<file path="config.mk">
export PLATFORM = sky130hd
export DESIGN_NAME = reorder_buffer
export DESIGN_NICKNAME = d
export VERILOG_FILES = /design/src/rtl/reorder_buffer.sv
export SDC_FILE = /design/constraint.sdc
export NUM_CORES = 2
export LEC_CHECK = 0
export CORE_ASPECT_RATIO = 1.4
export CORE_UTILIZATION = 40
export CTS_CLUSTER_SIZE = 14
export DETAILED_ROUTE_END_ITERATION = 16
export PLACE_DENSITY = 0.59
export SLEW_MARGIN = 15
export SYNTH_ARGS = -nofsm -noshare
export SYNTH_HDL_FRONTEND = slang
export SYNTH_SLANG_ARGS = --single-unit
</file>
<file path="constraint.sdc">
create_clock -name clk_in -period 10.7 [get_ports clk_in]
set_input_delay 2.14 -clock clk_in [delete_from_list [all_inputs] [get_ports clk_in]]
set_output_delay 2.14 -clock clk_in [all_outputs]
set_load 0.03 [all_outputs]
</file>
<file path="src/rtl/reorder_buffer.sv">
// In-order retirement buffer. Entries are allocated at tail, completed by writeback,
// and retired one per cycle from head (commit, branch resolution, or store handshake).
module reorder_buffer #(
    parameter int unsigned DEPTH = 16,
    parameter int unsigned XLEN  = 32,
    parameter int unsigned AW    = 32,
    parameter int unsigned WBP   = 2,
    parameter int unsigned TW    = $clog2(DEPTH)
) (
    input  logic                clk_in,
    input  logic                rst_in,
    input  logic                rdy_in,
    input  logic                alloc_en_in,
    input  logic [1:0]          alloc_kind_in,
    input  logic [4:0]          alloc_dest_in,
    input  logic [AW-1:0]       alloc_pc_in,
    input  logic                alloc_pred_taken_in,
    input  logic [AW-1:0]       alloc_target_in,
    output logic                alloc_ready_out,
    output logic [TW-1:0]       alloc_tag_out,
    input  logic [WBP-1:0]      wb_valid_in,
    input  logic [WBP*TW-1:0]   wb_tag_in,
    input  logic [WBP*XLEN-1:0] wb_data_in,
    input  logic [WBP*AW-1:0]   wb_target_in,
    input  logic                sa_en_in,
    input  logic [TW-1:0]       sa_tag_in,
    input  logic [AW-1:0]       sa_addr_in,
    output logic                commit_en_out,
    output logic [4:0]          commit_dest_out,
    output logic [XLEN-1:0]     commit_data_out,
    output logic [TW-1:0]       commit_tag_out,
    output logic                bp_en_out,
    output logic                bp_correct_out,
    output logic [AW-1:0]       bp_pc_out,
    output logic                flush_out,
    output logic [AW-1:0]       flush_pc_out,
    output logic                st_req_out,
    output logic [AW-1:0]       st_addr_out,
    output logic [XLEN-1:0]     st_data_out,
    input  logic                st_ack_in,
    output logic [TW:0]         count_out
);

    typedef enum logic [1:0] {
        K_REG    = 2'b00,
        K_BRANCH = 2'b01,
        K_STORE  = 2'b10,
        K_JUMP   = 2'b11
    } kind_t;

    typedef enum logic {
        S_IDLE,
        S_STORE
    } state_t;

    localparam logic [TW:0] FULL = (TW+1)'(DEPTH);

    logic [TW-1:0]   head_q, tail_q;
    logic [TW:0]     count_q;
    logic [DEPTH-1:0] busy_q, ready_q, addr_valid_q;
    kind_t           kind_q       [DEPTH];
    logic [4:0]      dest_q       [DEPTH];
    logic [AW-1:0]   pc_q         [DEPTH];
    logic            pred_q       [DEPTH];
    logic [AW-1:0]   target_q     [DEPTH];
    logic [AW-1:0]   res_target_q [DEPTH];
    logic [XLEN-1:0] value_q      [DEPTH];
    logic [AW-1:0]   addr_q       [DEPTH];

    state_t state_q, state_d;

    logic          alloc_fire;
    logic          head_live;
    logic          commit_ev, bp_ev, bp_ok, flush_ev, retire, store_start;
    logic [AW-1:0] flush_pc;

    assign alloc_ready_out = (count_q < FULL) && !flush_out;
    assign alloc_tag_out   = tail_q;
    assign count_out       = count_q;
    assign alloc_fire      = rdy_in && alloc_en_in && alloc_ready_out;
    assign head_live       = busy_q[head_q] && ready_q[head_q];

    always_ff @(posedge clk_in) begin
        if (rst_in) begin
            state_q <= S_IDLE;
        end else begin
            state_q <= state_d;
        end
    end

    always_comb begin
        state_d     = state_q;
        commit_ev   = 1'b0;
        bp_ev       = 1'b0;
        bp_ok       = 1'b0;
        flush_ev    = 1'b0;
        flush_pc    = '0;
        retire      = 1'b0;
        store_start = 1'b0;
        if (rdy_in) begin
            unique case (state_q)
                S_IDLE: begin
                    if (head_live) begin
                        unique case (kind_q[head_q])
                            K_REG: begin
                                commit_ev = 1'b1;
                                retire    = 1'b1;
                            end
                            K_BRANCH: begin
                                bp_ev = 1'b1;
                                bp_ok = (pred_q[head_q] == value_q[head_q][0]);
                                if (bp_ok) begin
                                    retire = 1'b1;
                                end else begin
                                    flush_ev = 1'b1;
                                    flush_pc = value_q[head_q][0] ? res_target_q[head_q]
                                                                  : pc_q[head_q] + AW'(4);
                                end
                            end
                            K_JUMP: begin
                                commit_ev = 1'b1;
                                if (res_target_q[head_q] != target_q[head_q]) begin
                                    flush_ev = 1'b1;
                                    flush_pc = res_target_q[head_q];
                                end else begin
                                    retire = 1'b1;
                                end
                            end
                            K_STORE: begin
                                if (addr_valid_q[head_q]) begin
                                    store_start = 1'b1;
                                    state_d     = S_STORE;
                                end
                            end
                        endcase
                    end
                end
                S_STORE: begin
                    if (st_ack_in) begin
                        retire  = 1'b1;
                        state_d = S_IDLE;
                    end
                end
            endcase
        end
    end

    always_ff @(posedge clk_in) begin
        if (rst_in) begin
            head_q          <= '0;
            tail_q          <= '0;
            count_q         <= '0;
            busy_q          <= '0;
            ready_q         <= '0;
            addr_valid_q    <= '0;
            commit_en_out   <= 1'b0;
            commit_dest_out <= '0;
            commit_data_out <= '0;
            commit_tag_out  <= '0;
            bp_en_out       <= 1'b0;
            bp_correct_out  <= 1'b0;
            bp_pc_out       <= '0;
            flush_out       <= 1'b0;
            flush_pc_out    <= '0;
            st_req_out      <= 1'b0;
            st_addr_out     <= '0;
            st_data_out     <= '0;
        end else begin
            commit_en_out <= commit_ev;
            bp_en_out     <= bp_ev;
            flush_out     <= flush_ev;
            if (commit_ev) begin
                commit_dest_out <= dest_q[head_q];
                commit_data_out <= value_q[head_q];
                commit_tag_out  <= head_q;
            end
            if (bp_ev) begin
                bp_correct_out <= bp_ok;
                bp_pc_out      <= pc_q[head_q];
            end
            if (flush_ev) begin
                flush_pc_out <= flush_pc;
            end
            if (store_start) begin
                st_req_out  <= 1'b1;
                st_addr_out <= addr_q[head_q];
                st_data_out <= value_q[head_q];
            end else if (state_q == S_STORE && retire) begin
                st_req_out <= 1'b0;
            end

            if (flush_ev) begin
                busy_q  <= '0;
                head_q  <= '0;
                tail_q  <= '0;
                count_q <= '0;
            end else if (rdy_in) begin
                // Later ports overwrite earlier ones, so the highest index wins on a tag clash.
                for (int unsigned p = 0; p < WBP; p++) begin
                    if (wb_valid_in[p] && busy_q[wb_tag_in[p*TW +: TW]]) begin
                        ready_q[wb_tag_in[p*TW +: TW]]      <= 1'b1;
                        value_q[wb_tag_in[p*TW +: TW]]      <= wb_data_in[p*XLEN +: XLEN];
                        res_target_q[wb_tag_in[p*TW +: TW]] <= wb_target_in[p*AW +: AW];
                    end
                end
                if (sa_en_in && busy_q[sa_tag_in]) begin
                    addr_q[sa_tag_in]       <= sa_addr_in;
                    addr_valid_q[sa_tag_in] <= 1'b1;
                end
                if (alloc_fire) begin
                    busy_q[tail_q]       <= 1'b1;
                    ready_q[tail_q]      <= 1'b0;
                    addr_valid_q[tail_q] <= 1'b0;
                    kind_q[tail_q]       <= kind_t'(alloc_kind_in);
                    dest_q[tail_q]       <= alloc_dest_in;
                    pc_q[tail_q]         <= alloc_pc_in;
                    pred_q[tail_q]       <= alloc_pred_taken_in;
                    target_q[tail_q]     <= alloc_target_in;
                    tail_q               <= tail_q + TW'(1);
                end
                if (retire) begin
                    busy_q[head_q] <= 1'b0;
                    head_q         <= head_q + TW'(1);
                end
                unique case ({alloc_fire, retire})
                    2'b10:   count_q <= count_q + (TW+1)'(1);
                    2'b01:   count_q <= count_q - (TW+1)'(1);
                    default: count_q <= count_q;
                endcase
            end
        end
    end

endmodule

</file>
# ---- After elaboration in Yosys (flattened, before gate mapping)
# Memories as Yosys holds them, arrays and structs flattened. A register that Yosys moved wholly into a read port is not among the register bits.
# Cells that the tools add are included.
# W data, S select, Z words.
dict set report word_totals {
  mem_count 8
  input_bits 252
  ff_bits 199
  out_inout_bits 184
  mem_bits_rw 2688
}
# memory words word_bits rd rd_ports_with_merged_regs wr line_no
set mem_list {}
lappend mem_list {addr_q 16 32 1 1 1 68} ;# logic [AW-1:0] addr_q [DEPTH];
lappend mem_list {pc_q 16 32 1 1 1 63} ;# logic [AW-1:0] pc_q [DEPTH];
lappend mem_list {res_target_q 16 32 1 1 2 66} ;# logic [AW-1:0] res_target_q [DEPTH];
lappend mem_list {target_q 16 32 1 1 1 65} ;# logic [AW-1:0] target_q [DEPTH];
lappend mem_list {value_q 16 32 1 1 2 67} ;# logic [XLEN-1:0] value_q [DEPTH];
lappend mem_list {dest_q 16 5 1 1 1 62} ;# logic [4:0] dest_q [DEPTH];
lappend mem_list {{2 more memories} -- -- -- -- -- --}
dict set report op_classes {
  bitwise 11
  magnitude_cmp 11
  n_mux 115
  n_addsub 5
  n_reduce_logical 23
  n_eq_ne 7
}
# cell count
set ops {}
lappend ops {{$mux W16} 19}
lappend ops {{$mux W32} 6}
lappend ops {{$or A16 B16 Y16} 4}
lappend ops {{$pmux W32 S2} 1}
lappend ops {{$mux W1} 61}
lappend ops {{$and A16 B16 Y16} 3}
lappend ops {{$mux W4} 12}
lappend ops {{$add A32 B3 Y32 const B} 1}
lappend ops {{$ne A32 B32 Y1} 1}
lappend ops {{$not A16 Y16} 2}
lappend ops {{$lt A4 B5 Y1 const B} 5}
lappend ops {{$bmux W1 S4} 6}
lappend ops {{$demux W1 S4} 5}
lappend ops {{$ge A4 B1 Y1 const B} 5}
lappend ops {{$logic_and A1 B1 Y1} 13}
lappend ops {{$pmux W5 S2} 1}
lappend ops {{$add A4 B1 Y4 const B} 2}
lappend ops {{$reduce_and A2 Y1} 4}
lappend ops {{$eq A2 B2 Y1 const B} 3}
lappend ops {{$pmux W1 S2} 3}
lappend ops {{$add A5 B1 Y5 const B} 1}
lappend ops {{$lt A5 B5 Y1 const B} 1}
lappend ops {{$sub A5 B1 Y5 const B} 1}
lappend ops {{$eq A2 B1 Y1 const B} 2}
lappend ops {{7 further kinds} 10}

# ---- Longest topological paths before layout
dict set report depth {
  word_depth 16
  mapped_depth 25
  ltp_nobuf 18
}

# ---- Least setup slack after synthesis
# Ideal clock, no wire load.
dict set report synth_timing {
  path_kind {input to register}
  from {input wb_tag_in[4]}
  to {memory res_target_q[12][0], enable pin}
  t_arrival_ns 8.478
  path_stages 9
  setup_slack_ns 1.657
  required_time_ns 10.135
  path_cell_list {clkbuf_1 > mux4_2 > mux4_2 > and2_1 > clkbuf_1 > or3b_2 > buf_1 > o32a_1 > nor3_1}
}
# item line_no
set synth_rtl {}
lappend synth_rtl {{start: declaration} 22} ;# input logic [WBP*TW-1:0] wb_tag_in,
lappend synth_rtl {{end: declaration} 66}

==> results.yml <==
placed_design:
  hpwlAfterDp_um: 208000
  dp.cells: 10661
  placed_area_sq_um: 134000
  numPortBuffers: 435
  globalplace.congestion: 0.820
synth:
  synth_top_flop_cell: "edfxtp_1"
  synth_cells: 6430
  avgSynthCellArea_sq_um: 19.5
  synthDistinctLibCells: 66
  synth-edff-count: 2688
  synth_area_sq_um: 125000
  synth-seq-cells: 2928
  syn-num-nets: 6699
  yosysWarnings: 0
  async_reset_ff_frac: 0
  ys_seq_area_frac: 0.684
clocking:
  cts_inserted_buffers: 300
  worstSkewPairLatency_ps: 880
  clkTransAtPathRegs_ps: 70
  cts-htree-levels: 5
  post_cts_resized: 0
  cts_root_buf: "clkbuf_16"
  postCtsHoldBufs: 0
  clock-sinks: 2928
  post_cts_buffers: 0
  cts_buffer_depth: 4
  cts_tree: "built"
critical_path:
  critPathLaunchType: "flop"
  crit_path_max_incr_delay_ps: 950
  path_common_cell: "buf_4"
  crit_type: "reg2reg"
  cp.required_ps: 11280
  crit_fanout: 53
  worstPathArrival_ps: 7820
  crit_chain: "buf_12 > mux2i_1 > a221oi_1 > a21oi_1 > o21ai_0 > xor2_1 > nor4_2 > nand4_1 > buf_4 > a211oi_4 > buf_4 > buf_4 > mux2_2"
  end_kind: "flop"
  slowest_stage: "o21ai_0"
  path_buf_inv: 4
  path_delay_family: "buffers and inverters"
power_and_ir_drop:
  p_per_area_nw_per_um2: 163
  power_mw: 23.4
  vdd_drop_max_mv: 0.129
  power_leakage_nw: 44.1
cells_and_area:
  nets: 7085
  area_delta_synth_final_pct: 14.9
  drive_gt1_frac: 0.345
  stdcell_area_sq_um: 144000
  fin_cells: 11227
timing:
  final_max_slew_viol_count: 0
  fin_crit_sh: 0.677
  max_freq_mhz: 138
  max_slew_margin: 0.162
  rsz0062_at_grt: "no"
  clock_skew_ps: 58.3
  hold_violations: 0
  min_period_ps: 7240
  setup-violations-final: 0
  fin_tns_setup_ps: 0
  holdWs_ps: 455
  worst_slew_pin_slew_ps: 1240
global_routing:
  grt_pass1_wl_um: 515000
  grt_overflow_total: 0
  grt_max_degree: 115
  grt_util_all_layers: 0.229
  first_global_vias: 68020
  antenna_found_initial: 101
die:
  ios: 436
  rows: 242
  design.core.area_sq_um: 311000
  die_area_sq_um: 315000
  start_util: 0.403
  die_w_um: 475
  die_h_um: 664
routing:
  wl_per_cell_um: 32.5
  vias_per_cell: 5.88
  finalWirelength_um: 365000
  ant_nets: 0
  drt_iter0_drc: 6826
  first_pass_iters: 7
  vias: 65977
  route.detailed.drc: 0
status:
  run_status: "complete, no violations"
flow_run:
  cap_violations: 0
hold_path:
  min_path_type: "reg2reg"
-- sequential cells by signal, summed over array words and instances, names as in the netlist, 80 cells and up, named ones only --
register,flops
pc_q,512
value_q,512
target_q,512
addr_q,512
res_target_q,512
dest_q,80
-- synth_stat cells, types with 32 or more instances --
library cell	number	share of area
dfxtp_1	240	0.038
mux2i_1	167	0.013
mux4_2	796	0.14
buf_1	53	0.0016
inv_1	46	0.0014
a211oi_1	33	0.0020
o221a_2	32	0.0029
a21oi_1	88	0.0035
mux2_1	96	0.0086
mux2_2	933	0.084
buf_2	164	0.0066
a22oi_1	43	0.0026
nand2_1	164	0.0049
clkbuf_1	265	0.0079
nor2_1	186	0.0056
edfxtp_1	2688	0.65
xnor2_1	45	0.0032
-- stage by stage --
stage	utilization	setup slack, ps
floorplan	-	1660
global placement	0.432	3140
detailed placement	0.432	3410
CTS	0.463	3320
global route	0.463	3300
finish	0.463	3460
-- cells in the final DEF (no fill, tap or decap), types with 12 or more instances in the layout --
cell type and n:
edfxtp_1 2688, mux2_2 933, mux4_2 796, clkdlybuf4s50_1 434, clkbuf_16 309, dfxtp_1 233
nor2_1 168, mux2i_1 167, nand2_1 162, buf_4 153, mux2_1 96, a21oi_1 87
clkbuf_1 71, clkinv_1 53, inv_1 45, xnor2_1 45, a22oi_1 43, clkinv_2 39
a211oi_1 33, o221a_2 32, xor2_1 31, diode_2 30, nand3_1 30, a221o_1 28
clkbuf_8 21, o21ai_0 20, bufinv_16 20, a221oi_1 19, nor2b_1 18, nor2_4 18
nor3_2 18, nand4_1 16, nor4_2 16, a211oi_4 16, ha_1 16, and2_1 14
buf_12 14, a22o_1 13, a311oi_1 12
-- power by group --
group	internal [mW]	switching (mW)	leakage, nW
Combinational	0.253	0.333	13.4
Clock	5.94	4.42	4.64
Sequential	12.5	0.00546	26.1
Total	18.7	4.76	44.1
-- area by class of cell --
| type | instances | area, sq um |
|---|---|---|
| Fill cell | 26231 | 167000 |
| Multi-Input combinational cell | 2936 | 37500 |
| Clock buffer | 401 | 8290 |
| Clock inverter | 134 | 1240 |
| Antenna cell | 30 | 75.1 |
| Inverter | 47 | 185 |
| Tap cell | 4148 | 5190 |
| Sequential cell | 2928 | 85500 |
| Timing Repair Buffer | 603 | 5800 |
-- logic make-up (layout without fill, tap and decap cells) --
kind of cell | count (synthesis) | after routing | synth area share
adder cells (fa/ha/maj) | 17 | 17 | 0.00176
other | 0 | 30 | 0
AND/OR/NAND/NOR | 508 | 508 | 0.0181
AO/OA/AOI/OAI | 343 | 343 | 0.0221
flip-flops | 2928 | 2928 | 0.684
multiplexers | 1992 | 1992 | 0.249
buffers and inverters | 566 | 1185 | 0.0200
XOR/XNOR | 76 | 76 | 0.00532
-- worst reg2reg max path: stages (launching register included) --
cell and delay, ps:
dfxtp_4 910, buf_12 530, mux2i_1 260, a221oi_1 460, a21oi_1 70, o21ai_0 950, xor2_1 210, nor4_2 510
nand4_1 370, buf_4 480, a211oi_4 330, buf_4 640, buf_4 760, mux2_2 470
-- layer usage --
metal / vias up / GRT usage / wire length, um
li1: 27170 / - / -
met5: - / 0 / 416
met2: 2503 / 0.391 / 186000
met4: 66 / 0.0712 / 11000
met3: 631 / 0.0408 / 25000
met1: 35607 / 0.295 / 143000
-- final timing paths --
| check | start | endpoint | slack [ps] | cells past startpoint |
|---|---|---|---|---|
| min | commit_data_out[3] | commit_data_out[3] | 450 | 2 |
| max reg2reg | flop | res_target_q[15][19] | 3460 | 13 |
| min reg2reg | commit_data_out[3] | commit_data_out[3] | 450 | 2 |
| max | flop | res_target_q[15][19] | 3460 | 13 |
Power figures use the tool's default switching activity.
